`src/rtl/dot_prod_acc_if.sv`:
```
// Streaming bus for dot_prod_acc: beat inputs with frame delimiters, one result per frame.
interface dot_prod_acc_if #(
   parameter int AW   = 9,
   parameter int BW   = 8,
   parameter int N    = 3,
   parameter int ACCW = 32
);
   logic                   in_valid;
   logic                   in_first;
   logic                   in_last;
   logic                   in_neg;
   logic [N*AW-1:0]        a;
   logic [N*BW-1:0]        b;
   logic                   out_valid;
   logic signed [ACCW-1:0] out_p;
   logic                   out_ovf;

   modport master (
      output in_valid, in_first, in_last, in_neg, a, b,
      input  out_valid, out_p, out_ovf
   );

   modport slave (
      input  in_valid, in_first, in_last, in_neg, a, b,
      output out_valid, out_p, out_ovf
   );
endinterface

```
`src/rtl/dot_prod_acc.sv`:
```
// N-element signed dot product with per-frame accumulation, 3-cycle latency.
// Define DOT_PROD_ACC_SAT_EN for a saturating accumulator with sticky overflow flag.
module dot_prod_acc #(
   parameter int AW   = 9,
   parameter int BW   = 8,
   parameter int N    = 3,
   parameter int ACCW = 32
) (
   input logic          clk,
   input logic          rst,
   dot_prod_acc_if.slave bus
);
   localparam int PW = AW + BW;
   localparam int SW = AW + BW + $clog2(N) + 1;

   generate
      if (ACCW < SW) begin : g_accw_check
         $error("dot_prod_acc: ACCW must be >= AW+BW+clog2(N)+1");
      end
   endgenerate

   function automatic logic signed [SW-1:0] ext_prod(input logic signed [AW-1:0] x,
                                                    input logic signed [BW-1:0] y);
      logic signed [PW-1:0] p;
      p = PW'(x) * PW'(y);
      return SW'(p);
   endfunction

`ifdef DOT_PROD_ACC_SAT_EN
   function automatic logic signed [ACCW-1:0] sat_clip(input logic signed [ACCW:0] x);
      if (x[ACCW] != x[ACCW-1])
         return x[ACCW] ? {1'b1, {(ACCW-1){1'b0}}} : {1'b0, {(ACCW-1){1'b1}}};
      return x[ACCW-1:0];
   endfunction

   function automatic logic sat_hit(input logic signed [ACCW:0] x);
      return x[ACCW] != x[ACCW-1];
   endfunction
`endif

   // S1: register inputs
   logic signed [AW-1:0] a_p1 [N];
   logic signed [BW-1:0] b_p1 [N];
   logic                 vld_p1, first_p1, last_p1, neg_p1;

   always_ff @(posedge clk) begin
      if (rst) vld_p1 <= 1'b0;
      else     vld_p1 <= bus.in_valid;
      first_p1 <= bus.in_first;
      last_p1  <= bus.in_last;
      neg_p1   <= bus.in_neg;
      for (int i = 0; i < N; i++) begin
         a_p1[i] <= bus.a[i*AW +: AW];
         b_p1[i] <= bus.b[i*BW +: BW];
      end
   end

   // S2: products summed at SW bits, optional negation
   logic signed [SW-1:0] beat_sum_c;
   logic signed [SW-1:0] beat_sum_p2;
   logic                 vld_p2, first_p2, last_p2;

   always_comb begin
      beat_sum_c = '0;
      for (int i = 0; i < N; i++)
         beat_sum_c = beat_sum_c + ext_prod(a_p1[i], b_p1[i]);
      if (neg_p1) beat_sum_c = -beat_sum_c;
   end

   always_ff @(posedge clk) begin
      if (rst) vld_p2 <= 1'b0;
      else     vld_p2 <= vld_p1;
      first_p2    <= first_p1;
      last_p2     <= last_p1;
      beat_sum_p2 <= beat_sum_c;
   end

   // S3: frame accumulator and result register
   logic signed [ACCW-1:0] acc_p3;
   logic signed [ACCW-1:0] acc_base;
   logic signed [ACCW-1:0] acc_next;
   logic signed [ACCW-1:0] out_p_p3;
   logic                   out_valid_p3;

   assign acc_base = first_p2 ? '0 : acc_p3;

`ifdef DOT_PROD_ACC_SAT_EN
   logic signed [ACCW:0] acc_wide;
   logic                 sat_now;
   logic                 sticky_p3, sticky_next, ovf_p3;

   always_comb begin
      acc_wide    = (ACCW+1)'(acc_base) + (ACCW+1)'(beat_sum_p2);
      acc_next    = sat_clip(acc_wide);
      sat_now     = sat_hit(acc_wide);
      sticky_next = (first_p2 ? 1'b0 : sticky_p3) | sat_now;
   end

   always_ff @(posedge clk) begin
      if (rst) begin
         sticky_p3 <= 1'b0;
         ovf_p3    <= 1'b0;
      end else if (vld_p2) begin
         sticky_p3 <= sticky_next;
         if (last_p2) ovf_p3 <= sticky_next;
      end
   end

   assign bus.out_ovf = ovf_p3;
`else
   assign acc_next    = acc_base + ACCW'(beat_sum_p2);
   assign bus.out_ovf = 1'b0;
`endif

   always_ff @(posedge clk) begin
      if (rst) begin
         acc_p3       <= '0;
         out_p_p3     <= '0;
         out_valid_p3 <= 1'b0;
      end else begin
         out_valid_p3 <= vld_p2 & last_p2;
         if (vld_p2) begin
            acc_p3 <= acc_next;
            if (last_p2) out_p_p3 <= acc_next;
         end
      end
   end

   assign bus.out_valid = out_valid_p3;
   assign bus.out_p     = out_p_p3;
endmodule

```
`src/flat_wrapper.sv`:
```
// flat-port wrapper written by rule: the top's interface ports become plain ports
module dot_prod_acc_flat 
#(
   parameter int AW   = 9,
   parameter int BW   = 8,
   parameter int N    = 3,
   parameter int ACCW = 32
)
  (clk, rst, bus_in_valid, bus_in_first, bus_in_last, bus_in_neg, bus_a, bus_b, bus_out_valid, bus_out_p, bus_out_ovf);
  dot_prod_acc_if #(.AW(AW), .BW(BW), .N(N), .ACCW(ACCW)) bus_i ();
  input logic clk;
  input logic rst;
  input wire logic [$bits(bus_i.in_valid)-1:0] bus_in_valid;
  input wire logic [$bits(bus_i.in_first)-1:0] bus_in_first;
  input wire logic [$bits(bus_i.in_last)-1:0] bus_in_last;
  input wire logic [$bits(bus_i.in_neg)-1:0] bus_in_neg;
  input wire logic [$bits(bus_i.a)-1:0] bus_a;
  input wire logic [$bits(bus_i.b)-1:0] bus_b;
  output wire logic [$bits(bus_i.out_valid)-1:0] bus_out_valid;
  output wire logic [$bits(bus_i.out_p)-1:0] bus_out_p;
  output wire logic [$bits(bus_i.out_ovf)-1:0] bus_out_ovf;
  assign bus_i.in_valid = bus_in_valid;
  assign bus_i.in_first = bus_in_first;
  assign bus_i.in_last = bus_in_last;
  assign bus_i.in_neg = bus_in_neg;
  assign bus_i.a = bus_a;
  assign bus_i.b = bus_b;
  assign bus_out_valid = bus_i.out_valid;
  assign bus_out_p = bus_i.out_p;
  assign bus_out_ovf = bus_i.out_ovf;
  dot_prod_acc #(.AW(AW), .BW(BW), .N(N), .ACCW(ACCW)) u_core (.clk(clk), .rst(rst), .bus(bus_i));
endmodule
```
`config.mk`:
```
export PLATFORM = sky130hd
export DESIGN_NAME = dot_prod_acc_flat
export DESIGN_NICKNAME = d
export VERILOG_FILES = /design/src/rtl/dot_prod_acc_if.sv /design/src/rtl/dot_prod_acc.sv /design/src/flat_wrapper.sv
export SDC_FILE = /design/constraint.sdc
export NUM_CORES = 1
export LEC_CHECK = 0
export BUFFER_PORTS_ARGS = -buffer_cell sky130_fd_sc_hd__buf_2
export CORE_MARGIN = 2
export CORE_UTILIZATION = 40
export CTS_BUF_LIST = sky130_fd_sc_hd__clkbuf_2
export DETAILED_ROUTE_END_ITERATION = 10
export SKIP_LAST_GASP = 1
export SYNTH_ARGS = -nofsm -noshare
export SYNTH_HDL_FRONTEND = slang
export SYNTH_SLANG_ARGS = --single-unit
```
`constraint.sdc`:
```
create_clock -name clk -period 9.65 [get_ports clk]
set_clock_uncertainty 0.15 [all_clocks]
set_input_delay 2.895 -clock clk [delete_from_list [all_inputs] [get_ports clk]]
set_output_delay 2.895 -clock clk [all_outputs]
set_load 0.02 [all_outputs]
```
==> metrics.txt <==
Syn Area/Cell=9.29 um2; Worst EP required=10.24 ns; yosys synthesis warning count=0; initial antenna violation count=1; Final Util=43.8%; PortBufs=89; share of layout cells above drive strength 1=8.35%; Starting DRT DRC Count=425; Die H=199 um; crit-path cells=and2_1, inv_1, fa_1, inv_1, fa_1, fa_1, fa_1, fa_1, fa_1, inv_1, fa_1, inv_1, ha_1, nand3_1, a2111oi_1, o21a_1, o31ai_1, a211oi_1, o41ai_2, xor2_1; RD Place Congestion=0.877; Buf/Inv on CP=4; Antenna Nets Post-Route=0; level count of the clock H-tree=4; total track usage=18.8%; Final nets=2132; asr flop ratio synth=0%; Worst-Margin Slew=0.712 ns; worst reg2reg endpoint=u_core.beat_sum_p2[18]; Mapped Cells=1643; HP Class=flip-flop to flip-flop; critical path's slowest cell=a2111oi_1; dpl hpwl=28800 um; TritonRoute pass-1 iters=5; boundary pin count=91; CP Data Arrival Time=8.07 ns; Max Root-Sink Buffers=2; Die W=199 um; number of failing hold endpoints at the final stage=0; postcts setup bufs=0; register area share after synthesis=18.8%; r2r setup slk=2.17 ns; WS Path Type=flip-flop to flip-flop; FMAX=134 MHz; reg-to-reg critical path startpoint=u_core.a_p1[0][17]; #FFs+latches synth=143; CTS Hold Bufs=0; Tmin final=7.48 ns; Post-synth EDFFs=0; post-synthesis cell area=15300 um2; Post-synth top flop=dfxtp_1; RSZ-0062 raised after global routing=false; largest net degree at the start of global routing=67; CTS Root Cell=clkbuf_2; crit start category=flip-flop; number of global-route vias before repair=11400; status=finished, final reports clean; post_cts resized=0; CTS Sinks=143; Area Growth Syn to Fin=8.07%; TritonCTS clock tree=yes; multi-input logic area=11000 um2; Rel. slew slack=52.5%; Worst R2R Path Depth=20; hold path depth=0; Crit path top cell by count=fa_1; Place WS=2.16 ns; Num CTS Buffers=17; final WL=34500 um; max-slew violations=0; Cell variety after synth=73; register area=2860 um2; Clk Latency, worst-skew pair=0.84 ns; Initial Utilization=40.5%; Setup WS post-layout=2.17 ns; TNS Setup=0 ns; Core Area=37700 um2; Critical Path Fanout Max=8; Fillers=3779; critical path endpoint category=flip-flop; Std-Cell Rows=71; placed cell count=2203; Worst-path clk slew=0.24 ns; total global routing overflow=0; Hold Startpoint=u_core.first_p1; Worst path depth=20; Syn Nets=2064; total vias in the final route=10800; WHS Endpoint=u_core.first_p2; Cell Count, Final, Fillers Out=2236; Finish-stage setup viols=0; crit-path leading delay family=adder cells; Routed WL per cell=15.4 um; final worst-path cycle share=77.5%; max cap viols=0; first-pass GRT wire length=58100 um; Die ar.=39700 um2; DRC=0; Largest stage delay, worst path=0.60 ns; vias per inst=4.82
[through the flow]
stage	cell area, um2	hold slack (ns)
2_1_floorplan	15300	0.160
3_3_place_gp	16200	0.166
3_5_place_dp	16200	0.165
6_report	16500	0.192
4_1_cts	16500	0.172
5_1_grt	16500	0.200
[per-layer routing]
metal  GRT usage, %  wire (um)
met1           23.1      15100
met2           33.9      17600
met3           3.34       1130
met4           4.77        690
met5              0          0
[flip-flops by register name, indices dropped and copies added, names as in the netlist, 20 cells and up]
name and flops:
u_core.acc_p3 32, u_core.b_p1 24, u_core.beat_sum_p2 20, u_core.bus.out_p 32, u_core.a_p1 27
[worst max path at each step]
stage	start	end	slack, ns
after floorplan	u_core.a_p1[0][17]	u_core.beat_sum_p2[18]	2.83
after global placement	u_core.b_p1[0][8]	u_core.beat_sum_p2[18]	2.33
after detailed placement	u_core.a_p1[0][17]	u_core.beat_sum_p2[18]	2.16
after CTS	u_core.a_p1[0][17]	u_core.beat_sum_p2[18]	2.12
after global routing	u_core.b_p1[0][8]	u_core.beat_sum_p2[17]	1.60
final	u_core.a_p1[0][17]	u_core.beat_sum_p2[18]	2.17
[final cells by class]
class | instances | share of cell area (%)
well taps | 511 | 3.88
inverters | 313 | 7.12
flip-flops and latches | 143 | 17.4
repair buffers | 94 | 2.93
multi-input cells | 1142 | 66.9
clock buffers | 19 | 0.576
clock inverters | 13 | 1.23
diodes | 1 | 0.0152
[cells in the mapped netlist (7+ instances only)]
cell type | instances | share of area [%]
nand2b_1 | 15 | 0.61
xnor2_1 | 47 | 2.7
a21oi_1 | 58 | 1.9
nor2b_1 | 36 | 1.5
and3_1 | 10 | 0.41
a21o_1 | 18 | 0.89
or3_1 | 7 | 0.29
nand3_1 | 26 | 0.85
o21a_1 | 13 | 0.64
a211oi_1 | 11 | 0.54
nor2_1 | 79 | 1.9
a31oi_1 | 9 | 0.37
and2_1 | 107 | 4.4
fa_1 | 257 | 34
dfxtp_1 | 143 | 19
nand2_1 | 176 | 4.3
o31ai_1 | 12 | 0.59
clkbuf_1 | 33 | 0.81
inv_1 | 310 | 7.6
nor3_1 | 12 | 0.39
o21ai_0 | 23 | 0.75
xor2_1 | 12 | 0.69
mux2i_1 | 21 | 1.4
ha_1 | 107 | 8.8
o211ai_1 | 9 | 0.44
[kinds of logic (layout without fill, tap and decap cells)]
kind of cell             after synthesis  in the layout  synth area share [%]
buffers and inverters                358            439                  8.94
XOR/XNOR                              59             59                  3.39
adder cells (fa/ha/maj)              364            364                  42.5
AND/OR/NAND/NOR                      500            500                  16.3
flip-flops                           143            143                  18.8
multiplexers                          21             21                  1.38
other                                  1              2                0.0246
AO/OA/AOI/OAI                        197            197                  8.75
[placed cells by master (no fill, tap or decap), drive strengths merged, types with 13 or more instances in the layout]
cell type | Yosys | final
inv | 310 | 315
fa | 257 | 257
nand2 | 176 | 176
dfxtp | 143 | 143
and2 | 108 | 108
ha | 107 | 107
buf | 11 | 94
nor2 | 79 | 79
a21oi | 60 | 60
xnor2 | 47 | 47
nor2b | 36 | 36
nand3 | 26 | 26
o21ai | 24 | 24
mux2i | 21 | 21
clkbuf | 34 | 19
a21o | 19 | 19
nand2b | 15 | 15
o21a | 13 | 13
a211oi | 13 | 13
Power is not shown: default switching activity piles up to over one toggle a cycle in this logic, so the estimate is an artifact.
